File: config.mk
export PLATFORM = sky130hd
export DESIGN_NAME = corr_readout_sched_flat
export DESIGN_NICKNAME = d
export VERILOG_FILES = /design/src/rtl/ssc_pkg.sv /design/src/rtl/corr_readout_sched_if.sv /design/src/rtl/rr_pick.sv /design/src/rtl/corr_readout_sched.sv /design/src/flat_wrapper.sv
export SDC_FILE = /design/constraint.sdc
export NUM_CORES = 1
export LEC_CHECK = 0
export BUFFER_PORTS_ARGS = -buffer_cell sky130_fd_sc_hd__buf_2
export CAP_MARGIN = 5
export CELL_PAD_IN_SITES_DETAIL_PLACEMENT = 1
export CELL_PAD_IN_SITES_GLOBAL_PLACEMENT = 1
export CORE_ASPECT_RATIO = 0.5
export CORE_UTILIZATION = 40
export DETAILED_ROUTE_END_ITERATION = 6
export GPL_TIMING_DRIVEN = 0
export PLACE_DENSITY_LB_ADDON = 0.25
export SYNTH_ARGS = -nofsm -noshare
export SYNTH_HDL_FRONTEND = slang
export SYNTH_SLANG_ARGS = --single-unit
File: constraint.sdc
create_clock -name clk -period 8.35 [get_ports clk]
set_input_delay 1.67 -clock clk [delete_from_list [all_inputs] [get_ports clk]]
set_output_delay 1.67 -clock clk [all_outputs]
set_load 0.01 [all_outputs]
File: src/rtl/ssc_pkg.sv
// Shared types and constants for the correlator readout scheduler:
// sequencer states, per-channel register offsets and record layout.
package ssc_pkg;

    typedef enum logic [2:0] {
        ST_IDLE   = 3'd0,
        ST_REQ    = 3'd1,
        ST_RD_CNT = 3'd2,
        ST_RD_LO  = 3'd3,
        ST_RD_HI  = 3'd4,
        ST_CLR    = 3'd5,
        ST_PUSH   = 3'd6
    } state_t;

    localparam logic [15:0] OFS_CNT = 16'h0000;
    localparam logic [15:0] OFS_LO  = 16'h0004;
    localparam logic [15:0] OFS_HI  = 16'h0008;
    localparam logic [15:0] OFS_CLR = 16'h000C;

    localparam int CHAN_W = 8;
    localparam int WORD_W = 32;
    localparam int REC_W  = CHAN_W + 3 * WORD_W;

    typedef struct packed {
        logic [CHAN_W-1:0] chan;
        logic [WORD_W-1:0] cnt;
        logic [WORD_W-1:0] high;
        logic [WORD_W-1:0] low;
    } rec_t;

    // All terms are 16 bits so the sum wraps modulo 2^16.
    function automatic logic [15:0] reg_addr(input logic [15:0] base, input logic [15:0] stride,
                                             input logic [15:0] chan, input logic [15:0] ofs);
        return base + chan * stride + ofs;
    endfunction

endpackage

File: src/rtl/corr_readout_sched_if.sv
// Register-bus and record-output bundle between the readout scheduler
// (master) and the host side (slave).
interface corr_readout_sched_if;

    logic                          bus_req;
    logic                          bus_gnt;
    logic [31:0]                   addr;
    logic                          read;
    logic                          write;
    logic [ssc_pkg::WORD_W-1:0]    wdata;
    logic [ssc_pkg::WORD_W-1:0]    rdata;
    logic                          rec_valid;
    logic                          rec_ready;
    logic [ssc_pkg::REC_W-1:0]     rec_data;

    modport master (
        output bus_req, addr, read, write, wdata, rec_valid, rec_data,
        input  bus_gnt, rdata, rec_ready
    );

    modport slave (
        input  bus_req, addr, read, write, wdata, rec_valid, rec_data,
        output bus_gnt, rdata, rec_ready
    );

endinterface

File: src/rtl/rr_pick.sv
// Combinational round-robin picker: first requester after 'last',
// wrapping at NCH, returned as one-hot grant and index.
module rr_pick #(
    parameter int NCH = 10,
    parameter int IW  = 4
) (
    input  logic [NCH-1:0] req,
    input  logic [IW-1:0]  last,
    output logic [NCH-1:0] gnt,
    output logic [IW-1:0]  idx
);

    // Scan last+1 .. last+NCH; the first hit masks all later candidates
    always_comb begin
        int   k;
        logic hit;
        logic take;
        gnt  = '0;
        idx  = '0;
        hit  = 1'b0;
        take = 1'b0;
        k    = 0;
        for (int i = 1; i <= NCH; i++) begin
            k             = (int'(last) + i) % NCH;
            take          = req[IW'(k)] & ~hit;
            gnt[IW'(k)]   = take;
            idx           = take ? IW'(k) : idx;
            hit           = hit | take;
        end
    end

endmodule

File: src/rtl/corr_readout_sched.sv
// Correlator readout scheduler: latches per-channel correlation events, then
// reads count/low/high over the shared bus, clears the count and emits a record.
module corr_readout_sched
    import ssc_pkg::*;
#(
    parameter int          NCH       = 10,
    parameter logic [15:0] CORR_BASE = 16'h0690,
    parameter logic [15:0] CH_STRIDE = 16'h0010
) (
    input  logic                 clk,
    input  logic                 rst,
    input  logic                 en,
    input  logic [NCH-1:0]       cseen,
    corr_readout_sched_if.master bus,
    output logic [7:0]           ovf_cnt
);

    localparam int IW = (NCH > 1) ? $clog2(NCH) : 1;

    state_t            state_r, state_s;
    logic [IW-1:0]     chan_r, chan_s, last_r, pick_idx_s;
    logic [NCH-1:0]    pend_r, prev_r, rise_s, clr_mask_s, pick_gnt_s;
    logic [WORD_W-1:0] cnt_r, lo_r, hi_r;
    logic [7:0]        ovf_r;
    logic              ovf_inc_s;
    logic              bus_req_r, read_r, write_r, rec_valid_r;
    logic              bus_req_s, read_s, write_s, rec_valid_s;
    logic [15:0]       addr_r, addr_s;
    rec_t              rec_r, rec_s;

    rr_pick #(.NCH(NCH), .IW(IW)) u_pick (
        .req  (pend_r),
        .last (last_r),
        .gnt  (pick_gnt_s),
        .idx  (pick_idx_s)
    );

    // Edge detect; a pending bit is released only when its clear write is granted
    always_comb begin
        rise_s     = cseen & ~prev_r;
        clr_mask_s = '0;
        if (state_r == ST_CLR && bus.bus_gnt) begin
            clr_mask_s = NCH'(1) << chan_r;
        end else begin
            clr_mask_s = '0;
        end
        ovf_inc_s = |(rise_s & pend_r & ~clr_mask_s);
    end

    // Sequencer next state; any grant loss mid-sequence restarts from the count read
    always_comb begin
        state_s = state_r;
        chan_s  = chan_r;
        case (state_r)
            ST_IDLE: begin
                if (en && (|pick_gnt_s)) begin
                    state_s = ST_REQ;
                    chan_s  = pick_idx_s;
                end else begin
                    state_s = ST_IDLE;
                end
            end
            ST_REQ:    state_s = bus.bus_gnt ? ST_RD_CNT : ST_REQ;
            ST_RD_CNT: state_s = bus.bus_gnt ? ST_RD_LO  : ST_REQ;
            ST_RD_LO:  state_s = bus.bus_gnt ? ST_RD_HI  : ST_REQ;
            ST_RD_HI:  state_s = bus.bus_gnt ? ST_CLR    : ST_REQ;
            ST_CLR:    state_s = bus.bus_gnt ? ST_PUSH   : ST_REQ;
            ST_PUSH:   state_s = bus.rec_ready ? ST_IDLE : ST_PUSH;
            default:   state_s = ST_IDLE;
        endcase
    end

    // Output decode from the next state so every bus output leaves a flop
    always_comb begin
        bus_req_s   = 1'b0;
        read_s      = 1'b0;
        write_s     = 1'b0;
        rec_valid_s = 1'b0;
        addr_s      = 16'h0000;
        rec_s       = '0;
        case (state_s)
            ST_REQ: bus_req_s = 1'b1;
            ST_RD_CNT: begin
                bus_req_s = 1'b1;
                read_s    = 1'b1;
                addr_s    = reg_addr(CORR_BASE, CH_STRIDE, 16'(chan_s), OFS_CNT);
            end
            ST_RD_LO: begin
                bus_req_s = 1'b1;
                read_s    = 1'b1;
                addr_s    = reg_addr(CORR_BASE, CH_STRIDE, 16'(chan_s), OFS_LO);
            end
            ST_RD_HI: begin
                bus_req_s = 1'b1;
                read_s    = 1'b1;
                addr_s    = reg_addr(CORR_BASE, CH_STRIDE, 16'(chan_s), OFS_HI);
            end
            ST_CLR: begin
                bus_req_s = 1'b1;
                write_s   = 1'b1;
                addr_s    = reg_addr(CORR_BASE, CH_STRIDE, 16'(chan_s), OFS_CLR);
            end
            ST_PUSH: begin
                rec_valid_s = 1'b1;
                rec_s       = '{chan: CHAN_W'(chan_s), cnt: cnt_r, high: hi_r, low: lo_r};
            end
            default: bus_req_s = 1'b0;
        endcase
    end

    // Sequencer, pending/overflow bookkeeping and read-data capture
    always_ff @(posedge clk or posedge rst) begin
        if (rst) begin
            state_r <= ST_IDLE;
            chan_r  <= '0;
            last_r  <= IW'(NCH - 1);
            pend_r  <= '0;
            prev_r  <= '0;
            cnt_r   <= '0;
            lo_r    <= '0;
            hi_r    <= '0;
            ovf_r   <= 8'h00;
        end else begin
            state_r <= state_s;
            chan_r  <= chan_s;
            prev_r  <= cseen;
            pend_r  <= (pend_r & ~clr_mask_s) | rise_s;
            if (ovf_inc_s && ovf_r != 8'hFF) begin
                ovf_r <= ovf_r + 8'h01;
            end
            if (bus.bus_gnt) begin
                case (state_r)
                    ST_RD_CNT: cnt_r  <= bus.rdata;
                    ST_RD_LO:  lo_r   <= bus.rdata;
                    ST_RD_HI:  hi_r   <= bus.rdata;
                    ST_CLR:    last_r <= chan_r;
                    default:   last_r <= last_r;
                endcase
            end
        end
    end

    // Output registers
    always_ff @(posedge clk or posedge rst) begin
        if (rst) begin
            bus_req_r   <= 1'b0;
            read_r      <= 1'b0;
            write_r     <= 1'b0;
            rec_valid_r <= 1'b0;
            addr_r      <= 16'h0000;
            rec_r       <= '0;
        end else begin
            bus_req_r   <= bus_req_s;
            read_r      <= read_s;
            write_r     <= write_s;
            rec_valid_r <= rec_valid_s;
            addr_r      <= addr_s;
            rec_r       <= rec_s;
        end
    end

    assign bus.bus_req   = bus_req_r;
    assign bus.read      = read_r;
    assign bus.write     = write_r;
    assign bus.addr      = {16'h0000, addr_r};
    assign bus.wdata     = 32'h0000_0000;
    assign bus.rec_valid = rec_valid_r;
    assign bus.rec_data  = rec_r;
    assign ovf_cnt       = ovf_r;

endmodule

File: src/flat_wrapper.sv
// flat-port wrapper written by rule: the top's interface ports become plain ports
module corr_readout_sched_flat import ssc_pkg::*;
#(
    parameter int          NCH       = 10,
    parameter logic [15:0] CORR_BASE = 16'h0690,
    parameter logic [15:0] CH_STRIDE = 16'h0010
)
  (clk, rst, en, cseen, ovf_cnt, bus_bus_req, bus_addr, bus_read, bus_write, bus_wdata, bus_rec_valid, bus_rec_data, bus_bus_gnt, bus_rdata, bus_rec_ready);
  corr_readout_sched_if bus_i ();
  input  logic clk;
  input  logic rst;
  input  logic en;
  input  logic [NCH-1:0] cseen;
  output logic [7:0] ovf_cnt;
  output wire logic [$bits(bus_i.bus_req)-1:0] bus_bus_req;
  output wire logic [$bits(bus_i.addr)-1:0] bus_addr;
  output wire logic [$bits(bus_i.read)-1:0] bus_read;
  output wire logic [$bits(bus_i.write)-1:0] bus_write;
  output wire logic [$bits(bus_i.wdata)-1:0] bus_wdata;
  output wire logic [$bits(bus_i.rec_valid)-1:0] bus_rec_valid;
  output wire logic [$bits(bus_i.rec_data)-1:0] bus_rec_data;
  input wire logic [$bits(bus_i.bus_gnt)-1:0] bus_bus_gnt;
  input wire logic [$bits(bus_i.rdata)-1:0] bus_rdata;
  input wire logic [$bits(bus_i.rec_ready)-1:0] bus_rec_ready;
  assign bus_bus_req = bus_i.bus_req;
  assign bus_addr = bus_i.addr;
  assign bus_read = bus_i.read;
  assign bus_write = bus_i.write;
  assign bus_wdata = bus_i.wdata;
  assign bus_rec_valid = bus_i.rec_valid;
  assign bus_rec_data = bus_i.rec_data;
  assign bus_i.bus_gnt = bus_bus_gnt;
  assign bus_i.rdata = bus_rdata;
  assign bus_i.rec_ready = bus_rec_ready;
  corr_readout_sched #(.NCH(NCH), .CORR_BASE(CORR_BASE), .CH_STRIDE(CH_STRIDE)) u_core (.clk(clk), .rst(rst), .en(en), .cseen(cseen), .bus(bus_i), .ovf_cnt(ovf_cnt));
endmodule
# Word level (Yosys, flattened, before mapping)
# Index checks and enable logic that the tools add are counted.
# word_totals
ff_bits	255
# classes
n_shift	1
reduce_logical	22
add_sub_neg	15
eq_ne	13
n_mux	86
div_mod_pow	10
n_lt_le_gt_ge	20
bitwise	34
# ops
cell	count
$mod 32x5->32 const B	10
$mux 100	1
$bwmux 10	9
$pmux 16 s4	1
$lt 4x6->1 const B	10
$and 10x10->10	5
$mux 4	12
$bmux 1 s4	10
$demux 1 s4	10
$ge 4x1->1 const B	10
$mux 1	35
$add 16x4->16 const B	2
$pmux 3 s7	1
$add 4x3->5 const B	4
$not 10->10	2
$reduce_or 10->1	2
$eq 3x3->1 const B	6
$add 16x3->16 const B	1
$add 4x4->5 const B	3
$logic_and 1x1->1	13
$add 11x8->12 const A	1
$eq 3x2->1 const B	4
$mux 3	4
$add 4x2->5 const B	2
other kinds (15)	43

# Depth between registers and ports, before layout
# depth
depth_word	39
depth_mapped	30
mapped_depth_nobuf	25

# By module
# Synthesis repeated with hierarchy kept, for this count alone.
# unflattened
cells_unflattened	1546
hier_area_um2	14889.3
# modules_own_cells
mod	seq_area_each_um2	area_per_inst_um2	cells_per_inst	instances
corr_readout_sched	6183.4	9481.6	758	1
rr_pick	0.0	5407.7	788	1

# Least setup slack after synthesis
# No wires, ideal clock.
# synth_timing
path_type	register to register
from	register u_core.last_r[0]
to	register u_core.addr_r[8]
slack_ps	1446
t_arrival_ps	6786
stages_incl_launch_ff	30
required_time_ps	8231
path_buffers	7
synth_period_minus_slack_ps	6904
setup_time_ps	119
cell_sequence	dfstp_2 > buf_2 > buf_2 > buf_2 > buf_2 > clkinv_1 > clkbuf_1 > ha_1 > buf_2 > xnor2_1 > or2_2 > ha_1 > nor2b_1 > a211oi_1 > o211ai_1 > o31ai_1 > o21a_1 > or4_4 > a22o_1 > or4b_1 > buf_4 > o22ai_1 > a21oi_1 > o21a_1 > o2111ai_1 > o311a_4 > mux2_4 > ha_1 > and2_1 > o21a_1
# synth_via
elab_chain_len	39
# synth_lines
element	line_no	rtl
from (decl)	corr_readout_sched.sv:21	logic [IW-1:0] chan_r, chan_s, last_r, pick_idx_s;
from (signal assigned)	corr_readout_sched.sv:116	last_r <= IW'(NCH - 1);
from (signal assigned)	corr_readout_sched.sv:136	ST_CLR: last_r <= chan_r;
from (signal assigned)	corr_readout_sched.sv:137	default: last_r <= last_r;
$add 4x1->5	rr_pick.sv:24	k = (int'(last) + i) % NCH;
$mod 32x5->32	rr_pick.sv:24	
$bmux 1 s4	rr_pick.sv:25	take = req[IW'(k)] & ~hit;
$mux 1 (implied by the code) (2 in a row)	rr_pick.sv:25	
$not 1->1	rr_pick.sv:25	
$and 1x1->1	rr_pick.sv:25	
$or 1x1->1	rr_pick.sv:28	hit = hit | take;
$not 1->1	rr_pick.sv:25	
[... 24 more ...]	--	
$logic_and 1x1->1	corr_readout_sched.sv:56	if (en && (|pick_gnt_s)) begin
$mux 4 *	corr_readout_sched.sv:56	
$mux 4 *	corr_readout_sched.sv:54	case (state_r)
net u_core.chan_s[1]	corr_readout_sched.sv:21	
$add 11x8->12 *	ssc_pkg.sv:34	return base + chan * stride + ofs;
$add 16x4->16 or $add 16x3->16 (tied branches)	ssc_pkg.sv:34	
$pmux 16 s4 *	corr_readout_sched.sv:81	case (state_s)
net u_core.addr_s[8]	corr_readout_sched.sv:28	logic [15:0] addr_r, addr_s;
to (signal assigned)	corr_readout_sched.sv:157	addr_r <= addr_s;
to (decl)	corr_readout_sched.sv:28	
# Mark *: on every way through the listed nets, which the timed path passes. The rest lies on a longest branch. The select of a mux whose other input is x is not followed.
# A chain may end at the register's enable or synchronous reset.

# Final worst setup path
# Ends and elaborated chain as after synthesis.

==> impl_metrics.tcl <==
set metrics [dict create \
    status "completed" \
    start_util 0.414 \
    rsz0062_at_grt "no" \
    die_h_um 137 \
    path_buf_inv 9 \
    regArea_um2 6180 \
    wl_um 46400 \
    slew_viol_final 0 \
    tightest_slew_ns 0.926 \
    routedWlPerCell_um 20.4 \
    pin_count 227 \
    num_vias 12400 \
    synth_area_leaders "dfrtp_1 42%, mux2_2 6.4%, nand2_1 4.9%" \
    power.total_mw 7.05 \
    gp_routability_congestion 0.947 \
    setup_viol 0 \
    yosysUniqueCellTypes 101 \
    synth-edff-count 0 \
    clk_latency_ns 0.52 \
    dieArea_um2 37100 \
    fin_nets 1864 \
    max_stage_delay_ns 0.60 \
    yosys_warnings 0 \
    cp_top_family "buffers and inverters" \
    via_per_inst 5.46 \
    skew_ns 0.0144 \
    endpoint_kind "flip-flop" \
    max_freq_mhz 126 \
    post-dp-hpwl_um 35200 \
    drc_errors 0 \
    ir_worst_vdd_mv 0.196 \
    syn_to_final_growth_pct 19.0 \
    placed_area_um2 16300 \
    cts-buffers-inserted 26 \
    synth-seq-area-share 0.426 \
    ctsHoldBuffers 0 \
    ys.flop_type "dfrtp_1" \
    cellPowerDensity_nw_per_um2 408 \
    arrival_ns 8.33 \
    yosys.area.top_type "dfrtp_1" \
    rows 48 \
    hold_violations 0 \
    r2r_setup_slack_ns 0.42 \
    synth.most_common_cell "dfrtp_1" \
    crit_path_top_delay_cell "or4_4" \
    grt_max_degree 44 \
    crit_required_ns 8.75 \
    post-cts-setup-buffers 0 \
    core-area_um2 35100 \
    min_period_ns 7.93 \
    cts_sinks 247 \
    drv_cap 0 \
    synth_common_cells "245 x dfrtp_1, 191 x nand2_1, 112 x and2_1" \
    hold_path_class "flip-flop to flip-flop" \
    clock-root-buffer "clkbuf_16" \
    critPathLaunchType "flip-flop" \
    final_cell_area_um2 17300 \
    synth_seq_cells 247 \
    track_usage 0.248 \
    leakage_nw 8.36 \
    io_buffers 167 \
    slew_headroom 0.375 \
    cts_tree "done" \
    netlist.area_leader.share 0.422 \
    clk_path_buf_depth 3 \
    syn_area_um2 14500 \
    clk_pin_slew_worst_paths_ns 0.06 \
    async_flop_share 1.00 \
    grt_overflow 0 \
    first_iter_violations 693 \
    fin_setup_tns_ns 0 \
    dr.pass1.iters 5 \
    finalCritPeriodShare 0.950 \
    antenna_found_initial 4 \
    path_class "flip-flop to flip-flop" \
    nFillCells 4087 \
    h-tree-depth 1 \
    fp.dieW_um 271 \
    antenna_left 0 \
    first_global_vias 12900 \
    drive_gt1_frac 0.242 \
    multi_input_area_um2 7710 \
    crit_path_max_fanout 19 \
    syn_avg_cell_area_um2 9.55 \
    grt_pass1_wl_um 72400 \
    netlist_instances 1520 \
]
path summary, 6_finish.rpt:
kind / start / to / cells past startpoint
setup / recovery: u_core.last_r[0] / u_core.addr_r[8] / 29
hold / removal: u_core.prev_r[7] / u_core.pend_r[7] / 1
setup reg to reg: u_core.last_r[0] / u_core.addr_r[8] / 29
hold reg to reg: u_core.prev_r[7] / u_core.pend_r[7] / 1
max in group asynchronous: rst / u_core.last_r[0] / 4
min in group asynchronous: rst / u_core.bus.rec_data[78] / 2
repair_timing:
action                                  CTS  global route
endpoints found under the setup margin   14             7
gates resized for setup                   7            19
endpoints found under the hold margin     0             0
kinds of logic (layout without fill, tap and decap cells):
kind of cell,Yosys count,count (layout),share of synthesized area
XOR/XNOR,36,36,0.0228
flip-flops,247,247,0.426
other,1,63,0.000258
adder cells (fa/ha/maj),42,42,0.0357
AND/OR/NAND/NOR,587,587,0.209
multiplexers,108,108,0.0835
AO/OA/AOI/OAI,326,326,0.160
buffers and inverters,173,392,0.0627
stage by stage:
| step | std cells | util | worst slack (ns) | hold WS (ns) |
|---|---|---|---|---|
| 2_1_floorplan | 1578 | - | 1.45 | 0.426 |
| 3_3_place_gp | 2220 | 0.461 | -0.833 | 0.428 |
| 3_5_place_dp | 2226 | 0.464 | -0.910 | 0.445 |
| 4_1_cts | 2273 | 0.490 | 0.00932 | 0.452 |
| 5_1_grt | 2275 | 0.492 | 0.118 | 0.489 |
| 6_report | 2276 | 0.492 | 0.420 | 0.454 |
flip-flops by register name, indices dropped and copies added (netlist names), 3 cells and up:
register,flops
u_core.state_r,3
u_core.pend_r,10
u_core.prev_r,10
u_core.chan_r,4
u_core.addr_r,8
u_core.bus.rec_data,100
u_core.cnt_r,32
u_core.lo_r,32
u_core.ovf_cnt,8
u_core.hi_r,32
u_core.last_r,4
worst register-to-register path, delay by kind of cell (launching register included):
kind            cells  cell delay (ns)
compound gates     10             2.13
fa+ha+maj           3             0.85
buf+inv             9             2.20
flops               1             0.59
mux                 1             0.34
simple gates        6             1.71
layout by cell type, fill, tap and decap left out, drive strengths merged, types with 11 or more instances in the layout:
master / count
a21oi: 59
o21ai: 60
o211ai: 18
or3: 11
dfrtp: 245
clkbuf: 90
o31ai: 14
or2: 12
nand2b: 34
mux2i: 21
o22ai: 18
a31oi: 17
nand2: 192
nor2: 82
nor2b: 13
nor3: 25
conb: 59
xnor2: 24
inv: 38
buf: 255
and2: 112
xor2: 12
o21a: 11
ha: 39
nand3: 35
a211oi: 13
mux2: 86
routing by layer:
| layer | track usage | wire length (um) | vias up | share of wire |
|---|---|---|---|---|
| met4 | 0.0918 | 1500 | 0 | 0.032 |
| met2 | 0.442 | 23300 | 279 | 0.50 |
| met3 | 0.0302 | 2050 | 78 | 0.044 |
| li1 | - | - | 5823 | - |
| met5 | 0 | 0 | - | 0 |
| met1 | 0.311 | 19500 | 6255 | 0.42 |
report_power, final:
group | switching, mW | total, mW | internal, mW
clock network | 0.450 | 1.17 | 0.723
logic | 2.62 | 4.20 | 1.57
registers | 0.176 | 1.69 | 1.51
total | 3.25 | 7.05 | 3.80
final cells by class:
type / count / share of cell area
sequential: 247 / 0.358
clock inverter: 5 / 0.00435
timing repair buffer: 173 / 0.0553
buffer: 130 / 0.0440
multi-input combinational: 1158 / 0.447
clock buffer: 42 / 0.0470
tap: 475 / 0.0344
inverter: 42 / 0.00978
antenna: 4 / 0.000580
Note: power is estimated with default switching activity, not from simulation.
